<file path="config.mk">
export PLATFORM = sky130hd
export DESIGN_NAME = dram_ctrl_flat
export DESIGN_NICKNAME = d
export VERILOG_FILES = /design/src/rtl/dram_ctrl_pkg.sv /design/src/rtl/dram_ctrl_if.sv /design/src/rtl/dram_refresh_timer.sv /design/src/rtl/dram_ctrl.sv /design/src/flat_wrapper.sv
export SDC_FILE = /design/constraint.sdc
export NUM_CORES = 1
export LEC_CHECK = 0
export BUFFER_PORTS_ARGS = -buffer_cell sky130_fd_sc_hd__buf_4
export CAP_MARGIN = 40
export CORE_MARGIN = 4
export CORE_UTILIZATION = 31
export CTS_BUF_LIST = sky130_fd_sc_hd__clkbuf_16
export CTS_CLUSTER_DIAMETER = 60
export DETAILED_ROUTE_END_ITERATION = 16
export PLACE_DENSITY = 0.6
export SETUP_SLACK_MARGIN = 0.02
export SLEW_MARGIN = 20
export SYNTH_ARGS = -nofsm -noshare
export SYNTH_HDL_FRONTEND = slang
export SYNTH_SLANG_ARGS = --single-unit
</file>
<file path="constraint.sdc">
create_clock -name clk -period 5.6 [get_ports clk]
set_clock_uncertainty 0.1 [all_clocks]
set_input_delay 0.28 -clock clk [delete_from_list [all_inputs] [get_ports clk]]
set_output_delay 0.28 -clock clk [all_outputs]
set_load 0.03 [all_outputs]
</file>
<file path="src/rtl/dram_ctrl_pkg.sv">
// dram_ctrl_pkg: shared types and default sizing for the dram controller slice.
// Contents: controller state enum, default widths, read latency and refresh timing.
// Optional feature macro used by the top: DRAM_CTRL_STATS_EN (state-entry statistics).
package dram_ctrl_pkg;

  localparam int DEF_DATA_W         = 8;
  localparam int DEF_ADDR_W         = 4;
  localparam int DEF_READ_LAT       = 1;   // legal 1..4
  localparam int DEF_REFRESH_PERIOD = 64;  // must be >= 8
  localparam int DEF_REFRESH_CYCLES = 2;   // legal 1..15

  // One shared down-counter serves both read latency and refresh length.
  localparam int LAT_W = 4;

  typedef enum logic [2:0] {
    IDLE,
    WRITE,
    READ,
    RWAIT,
    REFRESH
  } state_e;

endpackage

</file>
<file path="src/rtl/dram_ctrl_if.sv">
// dram_ctrl_if: host request/response channel plus dram array pins.
// Parameters DATA_W, ADDR_W. Modport slave = controller view,
// modport master = host + array view (drives requests and mem_rdata).
interface dram_ctrl_if
  import dram_ctrl_pkg::*;
#(
  parameter int DATA_W = DEF_DATA_W,
  parameter int ADDR_W = DEF_ADDR_W
);

  // host side
  logic              req_valid;
  logic              req_ready;
  logic              req_we;
  logic [ADDR_W-1:0] req_addr;
  logic [DATA_W-1:0] req_wdata;
  logic              resp_valid;
  logic [DATA_W-1:0] resp_rdata;

  // array side
  logic              mem_wr;
  logic              mem_rd;
  logic              mem_ref;
  logic [ADDR_W-1:0] mem_addr;
  logic [DATA_W-1:0] mem_wdata;
  logic [DATA_W-1:0] mem_rdata;

  modport slave (
    input  req_valid, req_we, req_addr, req_wdata, mem_rdata,
    output req_ready, resp_valid, resp_rdata,
    output mem_wr, mem_rd, mem_ref, mem_addr, mem_wdata
  );

  modport master (
    output req_valid, req_we, req_addr, req_wdata, mem_rdata,
    input  req_ready, resp_valid, resp_rdata,
    input  mem_wr, mem_rd, mem_ref, mem_addr, mem_wdata
  );

endinterface

</file>
<file path="src/rtl/dram_refresh_timer.sv">
// dram_refresh_timer: free-running period counter raising a sticky refresh request.
// Latency: ref_pending_o rises the edge the counter wraps; clears the edge ref_ack_i is seen.
// Backpressure: none; a wrap while a request is already pending is absorbed (no queueing).
// Ports: clk, rst (async active-high), ref_ack_i (controller entering REFRESH), ref_pending_o.
module dram_refresh_timer
  import dram_ctrl_pkg::*;
#(
  parameter int REFRESH_PERIOD = DEF_REFRESH_PERIOD
) (
  input  logic clk,
  input  logic rst,
  input  logic ref_ack_i,
  output logic ref_pending_o
);

  localparam int CNT_W = $clog2(REFRESH_PERIOD);
  localparam logic [CNT_W-1:0] CNT_MAX = CNT_W'(REFRESH_PERIOD - 1);

  logic [CNT_W-1:0] cnt_q, cnt_d;
  logic             pend_q, pend_d;
  logic             wrap;

  always_comb begin
    wrap   = (cnt_q == CNT_MAX);
    cnt_d  = wrap ? '0 : cnt_q + 1'b1;
    pend_d = pend_q;
    if (wrap) begin
      pend_d = 1'b1;
    end
    // Ack wins: a wrap landing on the ack edge is the absorbed duplicate.
    if (ref_ack_i) begin
      pend_d = 1'b0;
    end
  end

  always_ff @(posedge clk or posedge rst) begin
    if (rst) begin
      cnt_q  <= '0;
      pend_q <= 1'b0;
    end else begin
      cnt_q  <= cnt_d;
      pend_q <= pend_d;
    end
  end

  assign ref_pending_o = pend_q;

endmodule

</file>
<file path="src/rtl/dram_ctrl.sv">
// dram_ctrl: initiator-side controller for a single-port dram array with periodic refresh.
// Latency: write strobe the cycle after accept; resp_valid READ_LAT+1 edges after a read accept.
// Backpressure: req_ready low while busy or a refresh is pending; refresh never aborts a request.
// Ports: clk, rst (async active-high), bus (dram_ctrl_if.slave: host req/resp + array pins).
// Optional: define DRAM_CTRL_STATS_EN to add stat_wr/stat_rd/stat_ref saturating entry counters.
module dram_ctrl
  import dram_ctrl_pkg::*;
#(
  parameter int DATA_W         = DEF_DATA_W,
  parameter int ADDR_W         = DEF_ADDR_W,
  parameter int READ_LAT       = DEF_READ_LAT,
  parameter int REFRESH_PERIOD = DEF_REFRESH_PERIOD,
  parameter int REFRESH_CYCLES = DEF_REFRESH_CYCLES
) (
  input  logic        clk,
  input  logic        rst,
  dram_ctrl_if.slave  bus
`ifdef DRAM_CTRL_STATS_EN
  ,
  output logic [15:0] stat_wr,
  output logic [15:0] stat_rd,
  output logic [15:0] stat_ref
`endif
);

  state_e            state_q;
  logic              mem_wr_q, mem_rd_q, mem_ref_q;
  logic [ADDR_W-1:0] mem_addr_q;
  logic [DATA_W-1:0] mem_wdata_q;
  logic              resp_valid_q;
  logic [DATA_W-1:0] resp_rdata_q;
  logic [LAT_W-1:0]  lat_q;

  logic ref_pending;
  logic ref_ack;
  logic req_ready;
  logic accept;

  assign req_ready = (state_q == IDLE) && !ref_pending;
  assign accept    = bus.req_valid && req_ready;
  assign ref_ack   = (state_q == IDLE) && ref_pending;

  dram_refresh_timer #(
    .REFRESH_PERIOD (REFRESH_PERIOD)
  ) u_refresh_timer (
    .clk           (clk),
    .rst           (rst),
    .ref_ack_i     (ref_ack),
    .ref_pending_o (ref_pending)
  );

  // Strobes are registered: the accept edge loads the state and the strobe together,
  // so the strobe is high exactly for the one cycle the FSM sits in WRITE/READ.
  always_ff @(posedge clk or posedge rst) begin
    if (rst) begin
      state_q      <= IDLE;
      mem_wr_q     <= 1'b0;
      mem_rd_q     <= 1'b0;
      mem_ref_q    <= 1'b0;
      mem_addr_q   <= '0;
      mem_wdata_q  <= '0;
      resp_valid_q <= 1'b0;
      resp_rdata_q <= '0;
      lat_q        <= '0;
    end else begin
      mem_wr_q     <= 1'b0;
      mem_rd_q     <= 1'b0;
      resp_valid_q <= 1'b0;
      case (state_q)
        IDLE: begin
          if (ref_pending) begin
            state_q   <= REFRESH;
            mem_ref_q <= 1'b1;
            lat_q     <= LAT_W'(REFRESH_CYCLES - 1);
          end else if (accept) begin
            mem_addr_q <= bus.req_addr;
            if (bus.req_we) begin
              state_q     <= WRITE;
              mem_wr_q    <= 1'b1;
              mem_wdata_q <= bus.req_wdata;
            end else begin
              state_q  <= READ;
              mem_rd_q <= 1'b1;
            end
          end
        end
        WRITE: begin
          state_q <= IDLE;
        end
        READ: begin
          state_q <= RWAIT;
          lat_q   <= LAT_W'(READ_LAT);
        end
        RWAIT: begin
          if (lat_q == LAT_W'(1)) begin
            resp_rdata_q <= bus.mem_rdata;
            resp_valid_q <= 1'b1;
            state_q      <= IDLE;
          end else begin
            lat_q <= lat_q - 1'b1;
          end
        end
        REFRESH: begin
          if (lat_q == '0) begin
            mem_ref_q <= 1'b0;
            state_q   <= IDLE;
          end else begin
            lat_q <= lat_q - 1'b1;
          end
        end
        default: begin
          state_q <= IDLE;
        end
      endcase
    end
  end

  assign bus.req_ready  = req_ready;
  assign bus.resp_valid = resp_valid_q;
  assign bus.resp_rdata = resp_rdata_q;
  assign bus.mem_wr     = mem_wr_q;
  assign bus.mem_rd     = mem_rd_q;
  assign bus.mem_ref    = mem_ref_q;
  assign bus.mem_addr   = mem_addr_q;
  assign bus.mem_wdata  = mem_wdata_q;

`ifdef DRAM_CTRL_STATS_EN
  // Entry events match the FSM decisions taken in IDLE.
  logic ent_wr, ent_rd;
  assign ent_wr = accept && bus.req_we;
  assign ent_rd = accept && !bus.req_we;

  always_ff @(posedge clk or posedge rst) begin
    if (rst) begin
      stat_wr  <= '0;
      stat_rd  <= '0;
      stat_ref <= '0;
    end else begin
      if (ent_wr && (stat_wr != 16'hFFFF)) begin
        stat_wr <= stat_wr + 16'd1;
      end
      if (ent_rd && (stat_rd != 16'hFFFF)) begin
        stat_rd <= stat_rd + 16'd1;
      end
      if (ref_ack && (stat_ref != 16'hFFFF)) begin
        stat_ref <= stat_ref + 16'd1;
      end
    end
  end
`endif

endmodule

</file>
<file path="src/flat_wrapper.sv">
// flat-port wrapper written by rule: the top's interface ports become plain ports
module dram_ctrl_flat import dram_ctrl_pkg::*;
#(
  parameter int DATA_W         = DEF_DATA_W,
  parameter int ADDR_W         = DEF_ADDR_W,
  parameter int READ_LAT       = DEF_READ_LAT,
  parameter int REFRESH_PERIOD = DEF_REFRESH_PERIOD,
  parameter int REFRESH_CYCLES = DEF_REFRESH_CYCLES
)
  (clk, rst, bus_req_valid, bus_req_we, bus_req_addr, bus_req_wdata, bus_mem_rdata, bus_req_ready, bus_resp_valid, bus_resp_rdata, bus_mem_wr, bus_mem_rd, bus_mem_ref, bus_mem_addr, bus_mem_wdata);
  dram_ctrl_if #(.DATA_W(DATA_W), .ADDR_W(ADDR_W)) bus_i ();
  input  logic clk;
  input  logic rst;
  input wire logic [$bits(bus_i.req_valid)-1:0] bus_req_valid;
  input wire logic [$bits(bus_i.req_we)-1:0] bus_req_we;
  input wire logic [$bits(bus_i.req_addr)-1:0] bus_req_addr;
  input wire logic [$bits(bus_i.req_wdata)-1:0] bus_req_wdata;
  input wire logic [$bits(bus_i.mem_rdata)-1:0] bus_mem_rdata;
  output wire logic [$bits(bus_i.req_ready)-1:0] bus_req_ready;
  output wire logic [$bits(bus_i.resp_valid)-1:0] bus_resp_valid;
  output wire logic [$bits(bus_i.resp_rdata)-1:0] bus_resp_rdata;
  output wire logic [$bits(bus_i.mem_wr)-1:0] bus_mem_wr;
  output wire logic [$bits(bus_i.mem_rd)-1:0] bus_mem_rd;
  output wire logic [$bits(bus_i.mem_ref)-1:0] bus_mem_ref;
  output wire logic [$bits(bus_i.mem_addr)-1:0] bus_mem_addr;
  output wire logic [$bits(bus_i.mem_wdata)-1:0] bus_mem_wdata;
  assign bus_i.req_valid = bus_req_valid;
  assign bus_i.req_we = bus_req_we;
  assign bus_i.req_addr = bus_req_addr;
  assign bus_i.req_wdata = bus_req_wdata;
  assign bus_i.mem_rdata = bus_mem_rdata;
  assign bus_req_ready = bus_i.req_ready;
  assign bus_resp_valid = bus_i.resp_valid;
  assign bus_resp_rdata = bus_i.resp_rdata;
  assign bus_mem_wr = bus_i.mem_wr;
  assign bus_mem_rd = bus_i.mem_rd;
  assign bus_mem_ref = bus_i.mem_ref;
  assign bus_mem_addr = bus_i.mem_addr;
  assign bus_mem_wdata = bus_i.mem_wdata;
  dram_ctrl #(.DATA_W(DATA_W), .ADDR_W(ADDR_W), .READ_LAT(READ_LAT), .REFRESH_PERIOD(REFRESH_PERIOD), .REFRESH_CYCLES(REFRESH_CYCLES)) u_core (.clk(clk), .rst(rst), .bus(bus_i));
endmodule
</file>
---- After elaboration in Yosys (flattened, before gate mapping) ----
Index checks and enable logic that the tools add are counted.
operators by class
  $add $sub $neg .......................... 2
  equal/unequal tests ..................... 11
  muxes and demuxes ....................... 26
  bitwise logic cells ..................... 1
  reductions and logical operators ........ 15
operator list
  kind                                                                 count
  4-bit one-hot mux with 4 select lines                                1
  1-bit 2-to-1 mux                                                     14
  3-bit 2-to-1 mux                                                     4
  4-bit 2-to-1 mux                                                     3
  3-bit one-hot mux with 4 select lines                                1
  3-bit AND reduction                                                  3
  4-bit AND reduction                                                  2
  6-bit by 1-bit adder with 6-bit output (second input constant)       1
  3-bit by 2-bit == test with 1-bit output (second input constant)     2
  6-bit == test (second input constant)                                1
  6-bit 2-to-1 mux                                                     1
  2-bit != test (second input constant)                                3
  4-bit by 1-bit == test with 1-bit output (second input constant)     1
  4-bit logical NOT                                                    1
  2-bit by 1-bit != test with 1-bit output (second input constant)     2
  2-bit nonzero test                                                   2
  4-bit nonzero test                                                   1
  4-bit by 1-bit subtractor with 4-bit output (second input constant)  1
  3-bit == test (second input constant)                                1
  1-bit logical AND                                                    3
  3-bit logical NOT                                                    1
  3-bit by 2-bit != test with 1-bit output (second input constant)     1
  2-bit 2-to-1 mux                                                     1
  1-bit one-hot mux with 2 select lines                                1
  other kinds (3)                                                      3
storage, ports and cells
  bits in registers ....................... 38
  bits of input ports ..................... 24
  output and inout port bits .............. 25
  word-level logic and storage cells ...... 66

---- Longest topological paths before layout ----
Gate-level depths: netlist (run 1).
  depth after elaboration ................. 6
  depth in mapped cells ................... 6
  depth with buffers taken out ............ 6

---- Modules after synthesis ----
From an unflattened synthesis (run 1), not the netlist that was laid out.
second synthesis, totals
  cells, all modules ...................... 120
  area total of the unflattened synthesis .. 1656.6 µm²
modules (own cells, without submodules)
  module              instances  cells an instance  area an instance (µm²)  seq. area each (µm²)
  dram_ctrl           1          97                 1367.6                  775.7
  dram_refresh_timer  1          23                 289.0                   175.2

---- Least setup slack after synthesis (run 1) ----
OpenSTA, ideal clock, no wires.
  path kind ............................... register to register
  start point ............................. register u_core.state_q[1]
  end point ............................... register u_core.mem_wdata_q[0], in the netlist u_core.bus.mem_wdata[0]
  setup time .............................. 0.125 ns
  data arrival time ....................... 1.598 ns
  data required time ...................... 5.375 ns
  setup slack ............................. 3.777 ns
  stages on the path, launching flop included .. 5
  buffers on the path ..................... 1
  period minus slack after synthesis ...... 1.823 ns
  path through ............................ dfrtp_1 -> buf_4 -> nor4_4 -> nand3_2 -> mux2_2
between the ends
  cells in the longest elaborated chain, start to end .. 4
RTL lines
  item                           line                source
  start: declaration             dram_ctrl.sv:26     state_e state_q;
  start signal: assignment       dram_ctrl.sv:56     state_q <= IDLE;
  start signal: assignment       dram_ctrl.sv:72     state_q <= REFRESH;
  start signal: assignment       dram_ctrl.sv:78     state_q <= WRITE;
  3-bit logical NOT              dram_ctrl.sv:39     assign req_ready = (state_q == IDLE) && !ref_pending;
  1-bit logical AND              dram_ctrl.sv:39
  net bus_req_ready              flat_wrapper.sv:19  output wire logic [$bits(bus_i.req_ready)-1:0] bus_req_ready;
  1-bit logical AND              dram_ctrl.sv:40     assign accept = bus.req_valid && req_ready;
  4-bit AND reduction (no line)  n/a
  end signal: assignment         dram_ctrl.sv:80     mem_wdata_q <= bus.req_wdata;
  end: declaration               dram_ctrl.sv:29     logic [DATA_W-1:0] mem_wdata_q;
The timed path passes the listed nets, and every way through them passes these cells.
A chain may end at the register's enable or synchronous reset.

---- Final worst setup path (run 1) ----
  start point ............................. register u_core.lat_q[0]
  end point ............................... register u_core.lat_q[1]
between the ends
  cells in the longest elaborated chain, start to end .. 3
  elaborated cells between the ends (all ways) .. 9
  classes of those cells .................. add/sub: 1; eq/ne: 3; mux: 3; reduce/logical: 2
RTL lines
  item                                                                          line                                source
  start: declaration                                                            dram_ctrl.sv:32                     logic [LAT_W-1:0] lat_q;
  start signal: assignment                                                      dram_ctrl.sv:74                     lat_q <= LAT_W'(REFRESH_CYCLES - 1);
  start signal: assignment                                                      dram_ctrl.sv:92                     lat_q <= LAT_W'(READ_LAT);
  start signal: assignment                                                      dram_ctrl.sv:100                    lat_q <= lat_q - 1'b1;
  4-bit by 1-bit subtractor with 4-bit output (tied with other cells)           dram_ctrl.sv:100, dram_ctrl.sv:108
  4-bit 2-to-1 mux (tied with other cells)                                      dram_ctrl.sv:104                    if (lat_q == '0) begin
  4-bit one-hot mux with 4 select lines or 4-bit AND reduction (tied branches)  n/a
Several ways; a longest one is shown, not always the timed one. The select of a mux whose other input is x is not followed.

==> results of run 1 <==
-- cell type report --
class / count / area (um2)
tap: 70 / 87.6
clock inverter: 3 / 63.8
clock buffer: 5 / 125
inverter: 6 / 22.5
sequential: 38 / 951
fill: 510 / 2860
timing repair buffer: 49 / 368
multi-input combinational: 81 / 663
-- kinds of logic (layout without fill, tap and decap cells) --
group                    Yosys count  after routing  share of synthesized area (%)
buffers and inverters              8             63                           2.49
adder cells (fa/ha/maj)            3              3                           2.27
flip-flops                        38             38                           57.4
multiplexers                      22             22                           15.1
AND/OR/NAND/NOR                   33             33                           12.5
AO/OA/AOI/OAI                     20             20                           8.54
XOR/XNOR                           3              3                           1.59
-- stage by stage --
stage	utilization [%]	hold slack (ps)	power (mW)	instance area [um2]	cells
after detailed placement	40.7	340	0.915	2090	244
after global routing	44.4	70.0	1.33	2280	252
after CTS	44.4	47.5	1.28	2280	252
final	44.4	16.7	1.26	2280	252
after floorplan	-	246	0.736	1660	127
after global placement	40.7	336	0.911	2090	244
-- per-layer routing --
metal | vias to the layer above | part of all wire [%] | track usage (%)
met4 | 0 | 0.75 | 3.04
li1 | 558 | - | -
met5 | - | 0 | 0
met3 | 2 | 6.2 | 4.32
met1 | 535 | 46 | 14.0
met2 | 23 | 47 | 16.3
-- layout by cell type, fill, tap and decap left out, types with 3 or more instances in the layout --
cell       Yosys  final
a21oi_1        9      9
buf_4          1     49
clkbuf_16      0      5
dfrtp_1       38     38
ha_1           3      3
inv_1          6      6
mux2_2        20     20
nand2_1        5      5
nand3_1        5      5
nor2_1         8      8
o21ai_0        5      5
-- critical path: cells and delay by family (launching register included) --
kind | cells | cell delay [ps]
AOI/OAI and AO/OA | 1 | 330
adders and majority gates | 1 | 170
buffers and inverters | 1 | 100
DFF | 1 | 410
muxes | 1 | 330
and+or+nand+nor | 2 | 380
-- flip-flops by register name, indices dropped and copies added (netlist names) --
name                                  count
u_core.bus.mem_wdata                      8
u_core.state_q                            3
u_core.bus.resp_valid                     1
u_core.bus.mem_ref                        1
u_core.bus.mem_rd                         1
u_core.u_refresh_timer.cnt_q              6
u_core.bus.resp_rdata                     8
u_core.bus.mem_addr                       4
u_core.u_refresh_timer.ref_pending_o      1
u_core.bus.mem_wr                         1
u_core.lat_q                              4
-- path summary, 6_finish.rpt --
| kind | startpoint | endpoint | cells past startpoint |
|---|---|---|---|
| worst max-delay path | u_core.lat_q[0] | u_core.lat_q[1] | 6 |
| worst min-delay path | rst | u_core.bus.mem_wdata[0] | 3 |
| worst max register to register | u_core.lat_q[0] | u_core.lat_q[1] | 6 |
| worst min register to register | u_core.u_refresh_timer.cnt_q[5] | u_core.u_refresh_timer.cnt_q[5] | 1 |
| max in group asynchronous | rst | u_core.bus.mem_addr[3] | 3 |
| min in group clk | bus_req_we | u_core.bus.mem_rd | 2 |
-- power groups by stage --
| stage | combinational (mW) | sequential [mW] | clock [mW] |
|---|---|---|---|
| detailed placement | 0.491 | 0.424 | 0 |
| finish | 0.484 | 0.418 | 0.358 |
| global route | 0.519 | 0.432 | 0.379 |
| global placement | 0.488 | 0.423 | 0 |
| CTS | 0.492 | 0.419 | 0.364 |
| floorplan | 0.167 | 0.569 | 0 |
==> flow_summary.ini, run 1 <==
[worst_setup_path]
cpMaxStageDelayCell = dfrtp_1
critPathKind = reg2reg
start_kind = register
cp_slowest_stage_delay_ps = 410
critical_path_peak_fanout = 4
critical_path_arrival_ps = 1990
crit_required_ps = 5660
critical_path.cell_chain = inv_1 -> ha_1 -> nor3b_2 -> nor2_4 -> a311oi_4 -> mux2_4
critical_path.endpoint_type = register
r2r_slack_ps = 3670

[cts]
clockBufferDepth = 2
clkLatencyLatePin_ps = 270
resized_gates_after_cts = 0
numCtsBuffers = 5
cts_tree = done
post-cts-setup-buffer-count = 0
postCtsHoldBufs = 0
clk_root_buf = clkbuf_16
clk_pin_slew_worst_paths_ps = 60
htreeDepth = 2
clkSinkCount = 38

[pwr]
powerDensity_nw_per_um2 = 552
seq_power_share_pct = 33.2
share_of_power_burned_in_the_clock_network_pct = 28.4
combPwrFrac_pct = 38.4
worst_vdd_drop_mv = 0.305
cellInternalPower_mw = 0.824
cellLeakagePower_nw = 1.07
net-switching-power_mw = 0.436
power_switching_share_pct = 34.6

[synthesis]
postSynth.asyncResetShare_pct = 100
synth_cells = 127
synth_largest_type_area_fraction_pct = 57.4
synthTopCellsByArea = dfrtp_1, mux2_2, a21oi_1
netlist.top_cell.by_area = dfrtp_1
avgSynthCellArea_um2 = 13.0
number_of_enable_flip_flop_cells_after_synthesis = 0
yosysWarningCount = 0
synthesis.area_um2 = 1660
synth_cell_type_count = 33
ys_dominant_reg_cell = dfrtp_1
synth_seq_cells = 38
most_used_standard_cell_by_instance_count_after_synthesis = dfrtp_1
synth.yosys.seq_area_share_pct = 57.4
synth.cells.most_frequent = dfrtp_1, mux2_2, a21oi_1
postSynthNetCount = 154

[status]
outcome = completed

[routing]
vias_per_cell = 4.44
drt_iter0_drc = 43
number_of_remaining_drc_errors = 0
via_count = 1118
drt-total-wl_mm = 3.22
wire_per_inst_um = 12.8
antenna_violating_nets_post_route = 0
detailedRoute.firstPassIterationCount = 4

[die]
floorplan.die.height_um = 81.1
floorplan.initialDensity_pct = 32.2
floorplan.core_area_um2 = 5140
floorplan.die.width_um = 81.1
die-area_um2 = 6570
floorplan.io_pins = 49
row_count = 26

[worst_hold_path]
hp-class = in2async

[place]
place.port_buffers = 48
dp.final_hpwl_mm = 2.37
place_ws_ps = 3660
gp_congestion = 0.704

[sta]
max-slew-margin-rel_pct = 68.7
finalMaxSlewViolations = 0
final.period_utilization_pct = 34.5
timing.fmax_mhz = 518
totalNegativeSetupSlack_ps = 0
min_period_ps = 1930
worst-slew-pin-transition_ps = 470
rsz0062_at_grt = no
hold_viol_final = 0
setup_viol = 0
fin_ws_ps = 3670

[layout]
drive_gt1_share_pct = 47.3
areaGrowthSynthToFinish_pct = 37.8
diodes = 0
finalNetCount = 208

[global_route]
globalRoute.totalOverflow = 0
grt_antenna_before_repair = 0
largest_net_degree_at_the_start_of_global_routing = 39
globalRouteTotalUtil_pct = 10.7
grt_pass1_wl_mm = 5.34
first_global_vias = 1137

[flow_run]
maxCapViolCount = 0
(Power assumes the default switching activity.)
==> run 2: changes to the inputs <==
ABC_AREA = 1   (was not set)
PLACE_DENSITY = 0.59   (was 0.6)
clock period = 1.8 ns   (was 5.6 ns; I/O delays follow)
==> flow_summary.ini, run 2 <==
[cts]
htreeDepth = 2
clk_root_buf = clkbuf_16
numCtsBuffers = 5
clk_pin_slew_worst_paths_ps = 50
clkSinkCount = 38
resized_gates_after_cts = 0
clkLatencyLatePin_ps = 270
clockBufferDepth = 2
cts_tree = done

[synthesis]
most_used_standard_cell_by_instance_count_after_synthesis = nand2_1
avgSynthCellArea_um2 = 8.34
yosysWarningCount = 0
postSynthNetCount = 237
ys_dominant_reg_cell = dfrtp_1
number_of_enable_flip_flop_cells_after_synthesis = 0
netlist.top_cell.by_area = dfrtp_1
postSynth.asyncResetShare_pct = 100
synth_largest_type_area_fraction_pct = 54.3
synth_cell_type_count = 21
synth.yosys.seq_area_share_pct = 54.3
synthesis.area_um2 = 1750
synthTopCellsByArea = dfrtp_1, nand2_1, nor2_1
synth.cells.most_frequent = nand2_1, dfrtp_1, nor2_1
synth_seq_cells = 38
synth_cells = 210

[routing]
antenna_violating_nets_post_route = 0
via_count = 1525
number_of_remaining_drc_errors = 0
vias_per_cell = 4.25
detailedRoute.firstPassIterationCount = 4
drt_iter0_drc = 69
wire_per_inst_um = 10.5
drt-total-wl_mm = 3.77

[sta]
hold_viol_final = 0
rsz0062_at_grt = no
fin_ws_ps = 193
final.period_utilization_pct = 89.3
setup_viol = 0
worst-slew-pin-transition_ps = 473
totalNegativeSetupSlack_ps = 0
fin_worst_hold_slack_ps = 182
finalMaxSlewViolations = 0
timing.fmax_mhz = 622
min_period_ps = 1610
max-slew-margin-rel_pct = 68.5

[global_route]
grt_antenna_before_repair = 0
largest_net_degree_at_the_start_of_global_routing = 39
first_global_vias = 1598
grt_pass1_wl_mm = 7.09
globalRoute.totalOverflow = 0
globalRouteTotalUtil_pct = 12.2

[worst_hold_path]
min_from = bus_req_valid
worst_hold_path.num_cells = 3
worst_hold_path_endpoint = u_core.bus.mem_rd
hp-class = in2reg

[layout]
stdcell_count = 359
mostFrequentLayoutCell = nand2_1
fin_util_pct = 46.3
fin_area_um2 = 2550
filler_cell_count = 537
finalNetCount = 314
diodes = 0
areaGrowthSynthToFinish_pct = 45.6
drive_gt1_share_pct = 22.3
mostFrequentLayoutCells = nand2_1, buf_4, dfrtp_1

[pwr]
powerDensity_nw_per_um2 = 1590
power_mw = 4.07
worst_vdd_drop_mv = 0.806
cellLeakagePower_nw = 1.37

[worst_setup_path]
critical_path_peak_fanout = 8
critical_path_arrival_ps = 1420
critical_path.endpoint_type = primary output
r2r.worst_path.cells = 8
critPathKind = reg2out
r2r-start = u_core.lat_q[0]
r2r_slack_ps = 290
timing.rr.end = u_core.lat_q[1]
start_kind = register
crit_required_ps = 1610

[place]
place_ws_ps = 287
placedCellCount = 330
gp_congestion = 0.784
placement.cell_area_um2 = 2190
place.port_buffers = 48
dp.final_hpwl_mm = 2.75

[flow_run]
maxCapViolCount = 0

[die]
floorplan.initialDensity_pct = 31.8
floorplan.io_pins = 49
floorplan.core_area_um2 = 5510
row_count = 27
die-area_um2 = 6920
floorplan.die.height_um = 83.2
floorplan.die.width_um = 83.2

[status]
outcome = completed
run 2: repair_timing:
action                    4_1_cts  5_1_grt
buffers inserted                0        0
hold buffers                   22        0
hold endpoints to repair       59        0
run 2: power breakdown:
group	internal [mW]	switching, mW
logic	0.704	1.21
clock network	0.499	0.302
registers	1.15	0.204
run 2: layout make-up:
| type | count | area, um2 | share of cell area, % |
|---|---|---|---|
| clock inverter | 2 | 11.3 | 0.441 |
| clock buffer | 5 | 125 | 4.90 |
| tap | 72 | 90.1 | 3.53 |
| timing repair buffer | 72 | 596 | 23.3 |
| multi-input combinational | 152 | 706 | 27.7 |
| inverter | 18 | 72.6 | 2.84 |
| sequential | 38 | 951 | 37.3 |
run 2: how the worst max path moves through the flow:
stage | startpoint | endpoint | slack, ps | cells after the start
finish | u_core.state_q[1] | bus_req_ready | 190 | 4
global route | u_core.state_q[1] | bus_req_ready | 70 | 4
CTS | u_core.state_q[1] | bus_req_ready | 180 | 4
detailed placement | u_core.lat_q[0] | u_core.lat_q[0] | 290 | 8
global placement | u_core.lat_q[0] | u_core.lat_q[1] | 270 | 8
floorplan | u_core.state_q[1] | u_core.lat_q[2] | 380 | 7
run 2: kinds of logic (layout without fill, tap and decap cells):
kind of cell               Yosys count  count (layout)  share of synthesized area, %
AOI/OAI and AO/OA                   14              14                          4.14
and+or+nand+nor                    133             133                          33.0
DFF                                 38              38                          54.3
buffers and inverters               20              97                          5.43
adders and majority gates            3               3                          2.14
xor gates and xnor gates             2               2                          1.00
run 2: metal layers:
| metal | track usage [%] | share of wire (%) | up-vias |
|---|---|---|---|
| met4 | 4.46 | 1.9 | 0 |
| met3 | 2.98 | 4.7 | 6 |
| met2 | 20.0 | 46 | 38 |
| li1 | - | - | 806 |
| met5 | 0 | 0 | - |
| met1 | 15.6 | 47 | 675 |
run 2: critical path, cell delays in order, from the launching register on:
cell and delay (ps):
dfrtp_1 450, nor2_4 220, nand3_4 170, inv_1 130, buf_4 170
